## src/rtl/seg7_pkg.sv

```systemverilog
// Shared glyph constants for the seven-segment scan driver.
// Segment order {g,f,e,d,c,b,a}, active-low.
package seg7_pkg;

  localparam logic [6:0] SEG7_BLANK = 7'h7F;

  // Entry n is the glyph for hex digit n (0..9, A, b, C, d, E, F).
  localparam logic [15:0][6:0] SEG7_GLYPHS = {
    7'h0E, 7'h06, 7'h21, 7'h46, 7'h03, 7'h08, 7'h10, 7'h00,
    7'h78, 7'h02, 7'h12, 7'h19, 7'h30, 7'h24, 7'h79, 7'h40
  };

endpackage

```

## src/rtl/hex_to_seg7.sv

```systemverilog
// Combinational hex nibble to active-low seven-segment glyph decoder.
module hex_to_seg7
  import seg7_pkg::*;
(
  input  logic [3:0] nibble,
  output logic [6:0] seg_c
);

  assign seg_c = SEG7_GLYPHS[nibble];

endmodule

```

## src/rtl/seg7_scan_driver.sv

```systemverilog
// Multiplexed seven-segment scan driver stepped by an asynchronous tick.
// Optional leading-zero blanking: define SEG7_SCAN_LEADING_ZERO_BLANK_EN.
module seg7_scan_driver
  import seg7_pkg::*;
#(
  parameter int unsigned DIGITS = 4
) (
  input  logic                  in_clk,
  input  logic                  rst_n,
  input  logic                  tick_clk,
  input  logic [4*DIGITS-1:0]   data,
  input  logic [DIGITS-1:0]     dp_in,
  input  logic [DIGITS-1:0]     digit_en,
  output logic [DIGITS-1:0]     an,
  output logic [6:0]            seg,
  output logic                  dp
);

  localparam int unsigned IDX_W = (DIGITS > 1) ? $clog2(DIGITS) : 1;
  localparam logic [IDX_W-1:0] LAST_IDX = IDX_W'(DIGITS - 1);

  logic s1, s2, s3;
  logic step_c;
  logic [IDX_W-1:0] idx, next_idx_c;
  logic wrap_c;

  logic [4*DIGITS-1:0] frame_data;
  logic [DIGITS-1:0]   frame_dp, frame_en;
  logic [4*DIGITS-1:0] src_data_c;
  logic [DIGITS-1:0]   src_dp_c, src_en_c;
  logic [DIGITS-1:0]   keep_c;

  logic [3:0]          sel_nib_c;
  logic                sel_dp_c, sel_lit_c;
  logic [DIGITS-1:0]   an_next_c;
  logic [6:0]          glyph_c;

  // Tick synchroniser with history flop for rising-edge detection.
  always_ff @(posedge in_clk or negedge rst_n) begin
    if (!rst_n) begin
      s1 <= 1'b0;
      s2 <= 1'b0;
      s3 <= 1'b0;
    end else begin
      s1 <= tick_clk;
      s2 <= s1;
      s3 <= s2;
    end
  end

  assign step_c     = s2 & ~s3;
  assign wrap_c     = (idx == LAST_IDX);
  assign next_idx_c = wrap_c ? '0 : idx + IDX_W'(1);

  // Digit 0 displays the frame being captured on this same step.
  assign src_data_c = wrap_c ? data     : frame_data;
  assign src_dp_c   = wrap_c ? dp_in    : frame_dp;
  assign src_en_c   = wrap_c ? digit_en : frame_en;

`ifdef SEG7_SCAN_LEADING_ZERO_BLANK_EN
  // keep_c[k] is set when digit k or any digit above it is nonzero.
  always_comb begin
    logic acc;
    keep_c    = '0;
    acc       = 1'b0;
    keep_c[0] = 1'b1;
    for (int k = DIGITS - 1; k >= 1; k--) begin
      acc       = acc | (|src_data_c[4*k +: 4]);
      keep_c[k] = acc;
    end
  end
`else
  assign keep_c = '1;
`endif

  always_comb begin
    sel_nib_c = '0;
    sel_dp_c  = 1'b0;
    sel_lit_c = 1'b0;
    for (int k = 0; k < DIGITS; k++) begin
      if (next_idx_c == IDX_W'(k)) begin
        sel_nib_c = src_data_c[4*k +: 4];
        sel_dp_c  = src_dp_c[k];
        sel_lit_c = src_en_c[k] & keep_c[k];
      end
    end
  end

  always_comb begin
    an_next_c = '1;
    for (int k = 0; k < DIGITS; k++) begin
      an_next_c[k] = ~(sel_lit_c && (next_idx_c == IDX_W'(k)));
    end
  end

  hex_to_seg7 u_dec (
    .nibble (sel_nib_c),
    .seg_c  (glyph_c)
  );

  // Index, frame and outputs all update together on a step.
  always_ff @(posedge in_clk or negedge rst_n) begin
    if (!rst_n) begin
      idx        <= LAST_IDX;
      frame_data <= '0;
      frame_dp   <= '0;
      frame_en   <= '0;
      an         <= '1;
      seg        <= SEG7_BLANK;
      dp         <= 1'b1;
    end else if (step_c) begin
      idx <= next_idx_c;
      if (wrap_c) begin
        frame_data <= data;
        frame_dp   <= dp_in;
        frame_en   <= digit_en;
      end
      an  <= an_next_c;
      seg <= sel_lit_c ? glyph_c : SEG7_BLANK;
      dp  <= sel_lit_c ? ~sel_dp_c : 1'b1;
    end
  end

endmodule

```

## config.mk

```make
export PLATFORM = sky130hd
export DESIGN_NAME = seg7_scan_driver
export DESIGN_NICKNAME = d
export VERILOG_FILES = /design/src/rtl/seg7_pkg.sv /design/src/rtl/hex_to_seg7.sv /design/src/rtl/seg7_scan_driver.sv
export SDC_FILE = /design/constraint.sdc
export NUM_CORES = 1
export LEC_CHECK = 0
export CORE_ASPECT_RATIO = 0.5
export CORE_UTILIZATION = 55
export DETAILED_ROUTE_END_ITERATION = 6
export DONT_BUFFER_PORTS = 1
export PLACE_DENSITY = 0.73
export SLEW_MARGIN = 10
export SYNTH_ARGS = -nofsm -noshare
export SYNTH_HDL_FRONTEND = slang
export SYNTH_SLANG_ARGS = --single-unit
```

## constraint.sdc

```tcl
create_clock -name in_clk -period 2.6 [get_ports in_clk]
set_clock_uncertainty 0.15 [all_clocks]
set_input_delay 0.52 -clock in_clk [delete_from_list [all_inputs] [get_ports in_clk]]
set_output_delay 0.52 -clock in_clk [all_outputs]
set_load 0.005 [all_outputs]
```

==> run_results.csv <==
group,metric,value,unit
outcome,status,"finished, violations left",
outcome,violations,"setup timing",
pwr,power.leakage,1.13,nW
placed_design,dp_slack,-0.103,ns
logic_synthesis,synth-seq-cells,41,
pwr,total_power,0.00400,W
logic_synthesis,synth.distinct_cells,41,
placed_design,port_buffers,0,
route,drcViolationCount,0,
timing,period_share,1.01,
timing,period_needed,2.63,ns
cts,clkSinkCount,41,
logic_synthesis,ys_warn_count,0,
final_layout,areaGrowthSynthToFinish,20.2,%
floorplanning,die_area,4490,sq um
placed_design,dp_hpwl,3.34,mm
logic_synthesis,ys_seq_area_frac,0.451,
cts,clk_path_buf_depth,2,
cts,cts_buffers,5,
placed_design,gp_congestion,0.838,
pwr,ir_worst_vdd,673,uV
logic_synthesis,synth_top_flop_cell,"dfrtp_1",
route,drtIter0Drc,69,
cts,clkSlewWorstSetupHoldPaths,0.09,ns
route,firstDrtPassIters,4,
floorplanning,die_x,93.7,um
critical_path,r2r-start,"idx[1]$_DFFE_PN1P_",
final_layout,n_antenna_cell,0,
critical_path,cp_slowest_stage_delay,0.62,ns
pwr,p_per_area,1440,nW/um^2
critical_path,critPathArrivalTime,2.71,ns
critical_path,reg2regPathDepth,10,
grt,grt_pass1_vias,1510,
final_layout,utilization,0.702,
route,wire_per_inst,18.1,um
grt,grt_max_degree,42,
floorplanning,coreArea,3960,sq um
critical_path,cp_max_fo,5,
critical_path,cp.buffers_inverters,3,
critical_path,crit_chain,"inv_2 > ha_2 > or2_4 > o32ai_4 > a221oi_4 > buf_6 > buf_4 > nand2b_1 > or2_1 > a41oi_1",
critical_path,rrSetupSlack,-0.03,ns
cts,cts.root.buffer_cell,"clkbuf_8",
floorplanning,die_h,47.9,um
timing,max_freq,380,MHz
min_path,min_from,"tick_clk",
logic_synthesis,syn_nets,238,
logic_synthesis,synthArstFlopShare,1.00,
logic_synthesis,syn_area,2310,sq um
min_path,hold_path_depth,0,
min_path,hold_class,"in -> reg",
timing,drv_slew,0,
critical_path,path_class,"reg -> reg",
final_layout,fillers,267,
critical_path,crit_path_end_kind,"flip-flop",
route,drt-total-wl,5.02,mm
grt,grt_usage,0.228,
cts,htree_levels,2,
timing,holdWs,0.0894,ns
route,vias,1629,
cts,clk-insertion-delay-late,0.30,ns
logic_synthesis,netlist_instances,200,
grt,grt_pass1_wl,7.34,mm
critical_path,cp-start-kind,"flip-flop",
critical_path,rr_endpoint,"seg[0]$_DFFE_PN1P_",
floorplanning,floorplan.initialDensity,0.584,
timing,setup_ws,-0.0335,ns
cts,cts_tree,"yes",
floorplanning,io_pins,39,
route,viasPerCell,5.86,
route,ant_nets,0,
critical_path,required,2.67,ns
timing,final.setup.tns,-0.0821,ns
final_layout,fin_nets,261,
timing,worst_slew_pin_slew,0.399,ns
floorplanning,rows,16,
timing,finalHoldViolCount,0,
logic_synthesis,synth_edf_count,0,
min_path,hold_end,"s1$_DFF_PN0_",
grt,overflow,0,
timing,rsz0062_at_grt,"true",
critical_path,crit_path_top_delay_cell,"dfstp_2",
flow_run,cap_violations,0,
critical_path,cp_top_family,"simple AND/OR/NAND/NOR gates",
final_layout,drive_above_1_share,0.446,
timing,slew_headroom,0.734,
logic_synthesis,postSynthAreaPerCell,11.6,sq um
grt,antenna_found_initial,0,
timing,setup_viol,5,
-- cell type report --
class | instances | area, sq um | area share
clock buffer | 5 | 68.8 | 0.0247
clock inverter | 3 | 65.1 | 0.0234
sequential | 41 | 1040 | 0.375
multi-input combinational | 140 | 1280 | 0.460
tap | 54 | 67.6 | 0.0243
timing repair buffer | 27 | 226 | 0.0814
inverter | 8 | 30.0 | 0.0108
-- worst max path at each step --
stage                            start                  to  depth (start not counted)  slack (ns)
floorplan           idx[0]$_DFFE_PN1P_  seg[2]$_DFFE_PN1P_                          9        0.02
finish              idx[1]$_DFFE_PN1P_  seg[0]$_DFFE_PN1P_                         10       -0.03
global placement    idx[1]$_DFFE_PN1P_  seg[4]$_DFFE_PN1P_                          9       -0.07
detailed placement  idx[0]$_DFFE_PN1P_  seg[2]$_DFFE_PN1P_                          9       -0.10
CTS                 idx[1]$_DFFE_PN1P_  seg[4]$_DFFE_PN1P_                          9      0.0002
global route        idx[1]$_DFFE_PN1P_  seg[3]$_DFFE_PN1P_                         11       -0.14
-- sequential cells by signal, indices dropped and copies added (netlist names) --
name and cells:
frame_data 16, seg 7, an 4, frame_dp 4, frame_en 4, idx 2
dp 1, s1 1, s2 1, s3 1
-- synthesized netlist by cell type, types with 4 or more instances --
cell type	instances	share of area
clkbuf_1	4	0.0065
o21ai_0	4	0.0086
inv_1	8	0.013
nand2_1	13	0.021
mux2i_1	23	0.099
a21oi_1	7	0.015
dfstp_2	14	0.16
dfrtp_1	27	0.29
nor2_1	14	0.023
mux2_2	24	0.12
ha_1	11	0.059
a31oi_1	5	0.014
-- cell usage in the layout (no fill, tap or decap), drive strengths merged, types with 2 or more instances in the layout --
master    n
clkbuf    5
a21oi     7
nor2b     2
or2       2
a2bb2oi   2
buf      26
o21a      3
mux2     25
or3b      2
or3       2
nand2b    3
ha       11
inv       8
a31oi     5
dfstp    14
o22ai     3
nand3b    3
dfrtp    27
nand2    13
o32ai     2
nor2     14
a22oi     2
o21ai     6
mux2i    23
bufinv    2
-- repair_timing --
| item | 4_1_cts | 5_1_grt |
|---|---|---|
| setup endpoints to repair | 8 | 9 |
| pin swaps | 1 | 4 |
| hold buffers | 2 | 0 |
| hold endpoints to repair | 41 | 0 |
| setup buffers | 2 | 3 |
| gates resized for setup | 13 | 20 |
| gates cloned | 0 | 1 |
-- layer usage --
metal  share of wire  GRT usage  up-vias
met5               0          0        -
met4           0.010     0.0831        0
met3           0.072     0.0952        7
met2            0.45      0.356       42
met1            0.46      0.292      822
li1                -          -      758
-- cells by family (layout without fill, tap and decap cells) --
group	count (synthesis)	count (layout)	synth area share
AO/OA/AOI/OAI	37	37	0.116
adder cells (fa/ha/maj)	11	11	0.0595
buffers and inverters	19	43	0.0557
flip-flops	41	41	0.451
multiplexers	48	48	0.223
AND/OR/NAND/NOR	44	44	0.0951
-- per-stage QoR --
step           cell area [sq um]  std cells
3_5_place_dp                2430        262
2_1_floorplan               2310        200
4_1_cts                     2660        274
6_report                    2780        278
5_1_grt                     2780        278
3_3_place_gp                2430        262
-- power by group --
group | internal, W | leakage (nW) | switching, W | total (W)
clock network | 0.000382 | 0.0681 | 0.000234 | 0.000615
registers | 0.000965 | 0.466 | 0.000176 | 0.00114
logic | 0.00116 | 0.600 | 0.00108 | 0.00224
total | 0.00251 | 1.13 | 0.00149 | 0.00400
No activity file was read; power rests on OpenSTA's default activity.
